===== config.mk =====
export PLATFORM = sky130hd
export DESIGN_NAME = expr_result_misr
export DESIGN_NICKNAME = d
export VERILOG_FILES = /design/src/rtl/expr_result_misr.sv
export SDC_FILE = /design/constraint.sdc
export NUM_CORES = 1
export LEC_CHECK = 0
export BUFFER_PORTS_ARGS = -buffer_cell sky130_fd_sc_hd__buf_4
export CAP_MARGIN = 10
export CORE_ASPECT_RATIO = 0.8
export CORE_MARGIN = 2
export CORE_UTILIZATION = 44
export CTS_BUF_LIST = sky130_fd_sc_hd__clkbuf_4
export CTS_CLUSTER_DIAMETER = 40
export DETAILED_ROUTE_END_ITERATION = 10
export GPL_TIMING_DRIVEN = 0
export PLACE_DENSITY = 0.88
export SLEW_MARGIN = 10
export SYNTH_ARGS = -nofsm -noshare
export SYNTH_HDL_FRONTEND = slang
export SYNTH_SLANG_ARGS = --single-unit

===== constraint.sdc =====
create_clock -name clk -period 2.14 [get_ports clk]
set_input_delay 0.107 -clock clk [delete_from_list [all_inputs] [get_ports clk]]
set_output_delay 0.107 -clock clk [all_outputs]
set_load 0.005 [all_outputs]

===== src/rtl/expr_result_misr.sv =====
// expr_result_misr
//
// Capture stage for the packed result bus of a generated expression block.
// One result word is absorbed per handshake into a multiple-input signature
// register (MISR). After a programmed number of words the block stops and
// presents the final signature, so a whole run can be compared against a
// golden model with one comparison.
//
// Optional feature: define EXPR_MISR_CHECK_EN to add the `golden` input and
// the registered `pass` output (final signature == golden).
//
// Ports:
//   clk          in   single clock, rising edge
//   reset        in   synchronous, active-high
//   start        in   one-cycle pulse; loads seed/count (accepted in IDLE or DONE)
//   seed         in   W     initial signature, sampled on accepted start
//   num_samples  in   CNTW  words to absorb, sampled on accepted start
//   y_in         in   W     result word
//   in_valid     in   y_in valid this cycle
//   in_ready     out  registered; high exactly while in RUN
//   signature    out  W     current MISR contents
//   sample_cnt   out  CNTW  words absorbed since last start
//   busy         out  state is RUN
//   done         out  state is DONE
//   golden       in   W     expected final signature (EXPR_MISR_CHECK_EN only)
//   pass         out  final signature matched golden (EXPR_MISR_CHECK_EN only)

module expr_result_misr #(
    parameter int unsigned W    = 90,
    parameter logic [W-1:0] POLY = 90'h200_0000_0000_0000_0000_0041,
    parameter int unsigned CNTW = 16
) (
    input  logic            clk,
    input  logic            reset,
    input  logic            start,
    input  logic [W-1:0]    seed,
    input  logic [CNTW-1:0] num_samples,
    input  logic [W-1:0]    y_in,
    input  logic            in_valid,
    output logic            in_ready,
    output logic [W-1:0]    signature,
    output logic [CNTW-1:0] sample_cnt,
    output logic            busy,
`ifdef EXPR_MISR_CHECK_EN
    output logic            done,
    input  logic [W-1:0]    golden,
    output logic            pass
`else
    output logic            done
`endif
);

    typedef enum logic [1:0] {
        StIdle = 2'd0,
        StRun  = 2'd1,
        StDone = 2'd2
    } state_e;

    state_e          state_q;
    logic [CNTW-1:0] target_q;
    logic [W-1:0]    misr_next;
    logic [CNTW-1:0] cnt_next;
    logic            accept;

    // Galois-style shift: feedback taps applied when the MSB falls out.
    always_comb begin
        misr_next = {signature[W-2:0], 1'b0} ^ (signature[W-1] ? POLY : '0) ^ y_in;
        cnt_next  = sample_cnt + 1'b1;
        accept    = in_valid && in_ready;
    end

    // Single FSM block; busy/done/in_ready are registered alongside the state
    // so none of them has a combinational path from the inputs.
    always_ff @(posedge clk) begin
        if (reset) begin
            state_q    <= StIdle;
            signature  <= '0;
            sample_cnt <= '0;
            target_q   <= '0;
            busy       <= 1'b0;
            done       <= 1'b0;
            in_ready   <= 1'b0;
`ifdef EXPR_MISR_CHECK_EN
            pass       <= 1'b0;
`endif
        end else begin
            case (state_q)
                StIdle, StDone: begin
                    if (start) begin
                        signature  <= seed;
                        sample_cnt <= '0;
                        target_q   <= num_samples;
                        if (num_samples == '0) begin
                            // Nothing to absorb: the seed is already final.
                            state_q  <= StDone;
                            busy     <= 1'b0;
                            done     <= 1'b1;
                            in_ready <= 1'b0;
`ifdef EXPR_MISR_CHECK_EN
                            pass     <= (seed == golden);
`endif
                        end else begin
                            state_q  <= StRun;
                            busy     <= 1'b1;
                            done     <= 1'b0;
                            in_ready <= 1'b1;
`ifdef EXPR_MISR_CHECK_EN
                            pass     <= 1'b0;
`endif
                        end
                    end
                end
                StRun: begin
                    // start is ignored here, including on the final accept.
                    if (accept) begin
                        signature  <= misr_next;
                        sample_cnt <= cnt_next;
                        if (cnt_next == target_q) begin
                            state_q  <= StDone;
                            busy     <= 1'b0;
                            done     <= 1'b1;
                            in_ready <= 1'b0;
`ifdef EXPR_MISR_CHECK_EN
                            pass     <= (misr_next == golden);
`endif
                        end
                    end
                end
                default: begin
                    state_q  <= StIdle;
                    busy     <= 1'b0;
                    done     <= 1'b0;
                    in_ready <= 1'b0;
                end
            endcase
        end
    end

endmodule

== After elaboration in Yosys (flattened, before gate mapping) ==
Index checks and enable logic that the tools add are counted.

* Word-level logic and storage cells: 45
* Output and inout port bits: 109
* Bits in registers: 126

* Muxes and demuxes: 22
* Reductions and logical operators: 8
* Add/sub/neg operators: 1
* Eq/ne operators: 6
* Bitwise gates (word level): 2

{| class="wikitable"
|+ Operators by type and width
! kind !! number
|-
| $mux 90 || 3
|-
| $pmux 90 s2 || 1
|-
| $xor 90x90->90 || 2
|-
| $mux 16 || 2
|-
| $pmux 16 s2 || 1
|-
| $add 16x1->16 const B || 1
|-
| $eq 16x16->1 || 1
|-
| $logic_not 16->1 || 1
|-
| $mux 1 || 8
|-
| $mux 2 || 4
|-
| $ne 2x2->1 const B || 3
|-
| $reduce_and 3->1 || 2
|-
| $pmux 1 s2 || 2
|-
| $pmux 2 s2 || 1
|-
| $eq 2x1->1 const B || 1
|-
| $eq 2x2->1 const B || 1
|-
| $logic_not 2->1 || 1
|-
| $reduce_and 2->1 || 1
|-
| $reduce_bool 2->1 || 1
|-
| $reduce_or 2->1 || 1
|-
| $logic_and 1x1->1 || 1
|}

== Longest topological paths before layout ==
* Word-level depth: 5
* Depth in mapped cells: 8
* Mapped depth without buffers: 7

== Least setup slack after synthesis ==
Ideal clock, no wire load.

* Path kind: register to register
* Start: reg sample_cnt[0]
* End: reg state_q[0]
* Path buffers: 0
* Data arrival time: 1.983 ns
* Period minus slack after synthesis: 2.103 ns
* Cell stages (with the launch flop): 8
* Setup slack: 0.037 ns
* Library setup time: 0.120 ns
* Cell sequence: dfxtp_1 ha_1 nand3_1 nor3_1 nand2_1 o32ai_1 a21oi_1 o31a_1

* Cells in the longest elaborated chain, start to end: 4

{| class="wikitable"
|+ Ends and longest elaborated chain
! item !! line !! text
|-
| start: declaration || 42 || <nowiki>output logic [CNTW-1:0] sample_cnt,</nowiki>
|-
| start signal: assignment || 117 || <nowiki>sample_cnt <= cnt_next;</nowiki>
|-
| $add 16x1->16 || 68 || <nowiki>cnt_next = sample_cnt + 1'b1;</nowiki>
|-
| $eq 16x16->1 || 118 || <nowiki>if (cnt_next == target_q) begin</nowiki>
|-
| $ne 2x2->1 (no source line) || - ||
|-
| $reduce_and 3->1 (no source line) || - ||
|-
| end signal: assignment || 76 || <nowiki>state_q <= StIdle;</nowiki>
|-
| end signal: assignment || 119 || <nowiki>state_q <= StDone;</nowiki>
|-
| end signal: assignment || 130 || <nowiki>state_q <= StIdle;</nowiki>
|-
| end: declaration || 59 || <nowiki>state_e state_q;</nowiki>
|}

Every way passes these cells.
A chain may end at the register's enable or synchronous reset.

== Worst setup path in the final report ==
* Start: reg sample_cnt[6]
* End: reg state_q[0]

The elaborated chain is that of the path after synthesis.

==> run_results.csv <==
group,metric,value,unit
grt,grt_pass1_wl,49280,um
route,drt_wl_total,33370,um
hold_path,holdPathEnd,"signature[89]",
pwr,power_frac_comb,33.2,%
synthesis,synth_top_cell_by_area,"dfxtp_1",
clock_network,cts_buffers,17,
pwr,pwr-share-seq,41.9,%
worst_setup_path,regToRegStartpoint,"sample_cnt[6]",
worst_setup_path,cpMaxStageDelayCell,"nor4_4",
die,start_util,44.58,%
route,wl_per_cell,20.91,um
layout,nNetsFinal,1591,
timing,fmax,471.5,MHz
die,die_y,113.8,um
pwr,power.leakage,4.898,nW
grt,grt_antenna_before_repair,4,
die,dieArea,16060,um2
worst_setup_path,r2r_setup_slack,0.02,ns
synthesis,yosysTopAreaCellShare,37.46,%
synthesis,synth_xor_area_share,15.03,%
route,drt_iter0_markers,1027,
route,drc,0,
grt,grt_usage,39.54,%
clock_network,clk_path_buf_depth,2,
clock_network,clockRootBuffer,"clkbuf_4",
place,portBuffers,307,
timing,layout_min_cycle_time,2.121,ns
pwr,p_int,0.004322,W
worst_setup_path,cp_max_fo,8,
worst_setup_path,required,2.60,ns
pwr,p_clk_share,24.9,%
worst_setup_path,reg2reg_to,"state_q[0]",
timing,drv_slew,0,
synthesis,synth_cell_type_count,48,
synthesis,synth_top_family_by_area,"compound AO/OA/AOI/OAI gates",
synthesis,synth_compound_area_share,22.90,%
synthesis,ys_ff_latch,124,
synthesis,synthArstFlopShare,0,%
pwr,p_per_area,552.6,nW/um2
place,gp_congestion,0.9500,
timing,fin_crit_sh,99.11,%
clock_network,tritoncts,"yes",
clock_network,clk_pin_slew,0.11,ns
hold_path,min_from,"y_in[89]",
worst_setup_path,crit_cells,7,
grt,gr-total-overflow,0,
grt,grt_max_degree,17,
route,via_per_inst,5.919,
clock_network,cts-htree-levels,4,
timing,setup_violations,0,
timing,rsz0062_at_grt,"true",
route,first_pass_iters,8,
synthesis,synth.most_common_cell,"nand2_1",
route,vias,9447,
grt,grt_pass1_vias,9492,
synthesis,synth_flop_cell,"dfxtp_1",
synthesis,syn-cell-area,6626,um2
worst_setup_path,worstRegToRegCells,7,
synthesis,synthAdderAreaFrac,0.1888,%
outcome,outcome,"completed",
synthesis,ys_warn_count,0,
layout,drive_above_1_share,29.96,%
layout,area_delta_synth_final,77.19,%
timing,fin_worst_skew,0.02170,ns
pwr,swShare,33.38,%
worst_setup_path,worstSetupEndpointType,"flop",
worst_setup_path,critPathKind,"flop to flop",
die,rows,40,
place,dp_hpwl,18410,um
layout,design_area,11740,um2
synthesis,syn_avg_cell_area,7.777,um2
timing,final.setup.tns,0,ns
place,dp.cells,1348,
route,final_antenna_net_count,0,
worst_setup_path,crit_chain,"buf_6 > nand4_4 > nor4_4 > xnor2_2 > a2111oi_4 > o2111ai_2 > o31a_1",
synthesis,seq_area_frac_synth,37.46,%
synthesis,netlist_instances,852,
synthesis,synthTopCellsByArea,"dfxtp_1 37%, xnor2_1 13%, nand2_1 13%",
worst_setup_path,cpLargestDelayFamily,"compound AO/OA/AOI/OAI gates",
clock_network,cts_sinks,124,
hold_path,hp-class,"input pin to flop",
worst_setup_path,worst-path-buf-inv,1,
hold_path,whs_path_depth,6,
die,die_x,141.2,um
die,pin_count,309,
clock_network,worstSkewPairLatency,0.57,ns
timing,worst_pin_slew,0.7350,ns
timing,hold_violations,0,
layout,num-fill-cells,854,
timing,relSlewSlack,51.00,%
synthesis,synth_common_cells,"224 x nand2_1, 124 x dfxtp_1, 123 x a21oi_1",
worst_setup_path,arrival,2.58,ns
die,core,14860,um2
run,maxCapViolCount,0,
synthesis,synth_mux_area_share,0.1511,%
synthesis,synthesis.nets,1053,
synthesis,synthSimpleGateAreaFrac,19.83,%
pwr,power_switching,0.002166,W
worst_setup_path,max_stage_delay,0.37,ns
layout,layoutNonFillerInstCount,1596,
pwr,vdd_ir_drop_max,522.1,uV
place,place_area,9168,um2
synthesis,synth-edff-count,0,
worst_setup_path,start_kind,"flop",
[power groups by stage]
stage,registers [W],logic (W),clock network [W]
6_report,0.00272,0.00215,0.00162
5_1_grt,0.00273,0.00226,0.00171
4_1_cts,0.00269,0.00196,0.00159
3_5_place_dp,0.00274,0.00163,0
3_3_place_gp,0.00274,0.00160,0
2_1_floorplan,0.00272,0.000809,0
[cells by family after synthesis]
group | after synthesis
simple gates | 302
buf+inv | 70
flops | 124
mux | 1
compound gates | 242
xor+xnor | 112
fa+ha+maj | 1
[metrics by stage]
stage	hold slack (ns)	power (W)	setup slack (ns)	utilization, %
after global placement	0.3725	0.004338	-0.6775	61.68
after floorplan	0.2430	0.003525	0.03730	-
after detailed placement	0.3776	0.004369	-0.7041	61.68
final	0.05304	0.006488	0.01901	78.99
after CTS	0.02725	0.006235	0.006447	77.90
after global routing	0.03259	0.006705	-0.09775	78.97
[timing repair]
item                                    4_1_cts  5_1_grt
hold buffers                                201        0
setup buffers                                 4        7
endpoints found under the hold margin       109        0
endpoints found under the setup margin      108      103
pin swaps                                     4        8
resized for setup                            49       54
[tightest hold or removal path, cell delays in order]
cell     delay, ns
buf_4         0.08
xnor2_1       0.09
nand2_1       0.08
nand2_1       0.05
a21oi_1       0.13
nor2_1        0.04
[registers in the layout, summed over array words and instances, names as in the netlist]
register	cells
signature	90
sample_cnt	16
done	1
state_q	1
target_q	16
[layout make-up]
type                       instances  area [um2]  area share, %
multi-input combinational        658        3941          33.57
tap                              189       236.5          2.014
antenna                            5       12.51         0.1066
sequential                       124        2501          21.30
clock buffer                      20       150.1          1.279
clock inverter                    11       102.6         0.8738
buffer                            70       385.4          3.282
timing repair buffer             519        4412          37.57
[per-layer routing]
metal | global-route usage [%] | share of wire, % | wire (um)
met1 | 43.37 | 34 | 11470
met5 | 0 | 0 | 0
met4 | 27.33 | 7.6 | 2544
met2 | 65.95 | 47 | 15750
met3 | 12.17 | 11 | 3607
[how the worst max path moves through the flow]
stage | from | endpoint | slack, ns
after floorplan | sample_cnt[0] | state_q[0] | 0.04
after CTS | state_q[0] | signature[43] | 0.006
after detailed placement | state_q[0] | signature[2] | -0.70
after global routing | state_q[0] | signature[58] | -0.1
final | sample_cnt[6] | state_q[0] | 0.02
after global placement | state_q[0] | signature[44] | -0.68
[layout by cell type (no fill, tap or decap), drive strengths merged, types with 2 or more instances in the layout]
cell           n
a211oi         4
a21oi        123
a22oi          3
a311oi         4
and2           3
and3           4
and4           3
buf          334
bufinv         2
clkbuf        74
clkinv         8
dfxtp        124
diode          5
dlygate4sd3  201
nand2        224
nand2b         6
nand3          8
nand3b         3
nand4          5
nor2          25
nor2b          3
nor3           6
nor4           6
o211a          2
o211ai        88
o21ai          7
o31ai          2
or3            5
xnor2        100
xor2          11
Note: power is estimated with default switching activity, not from simulation.
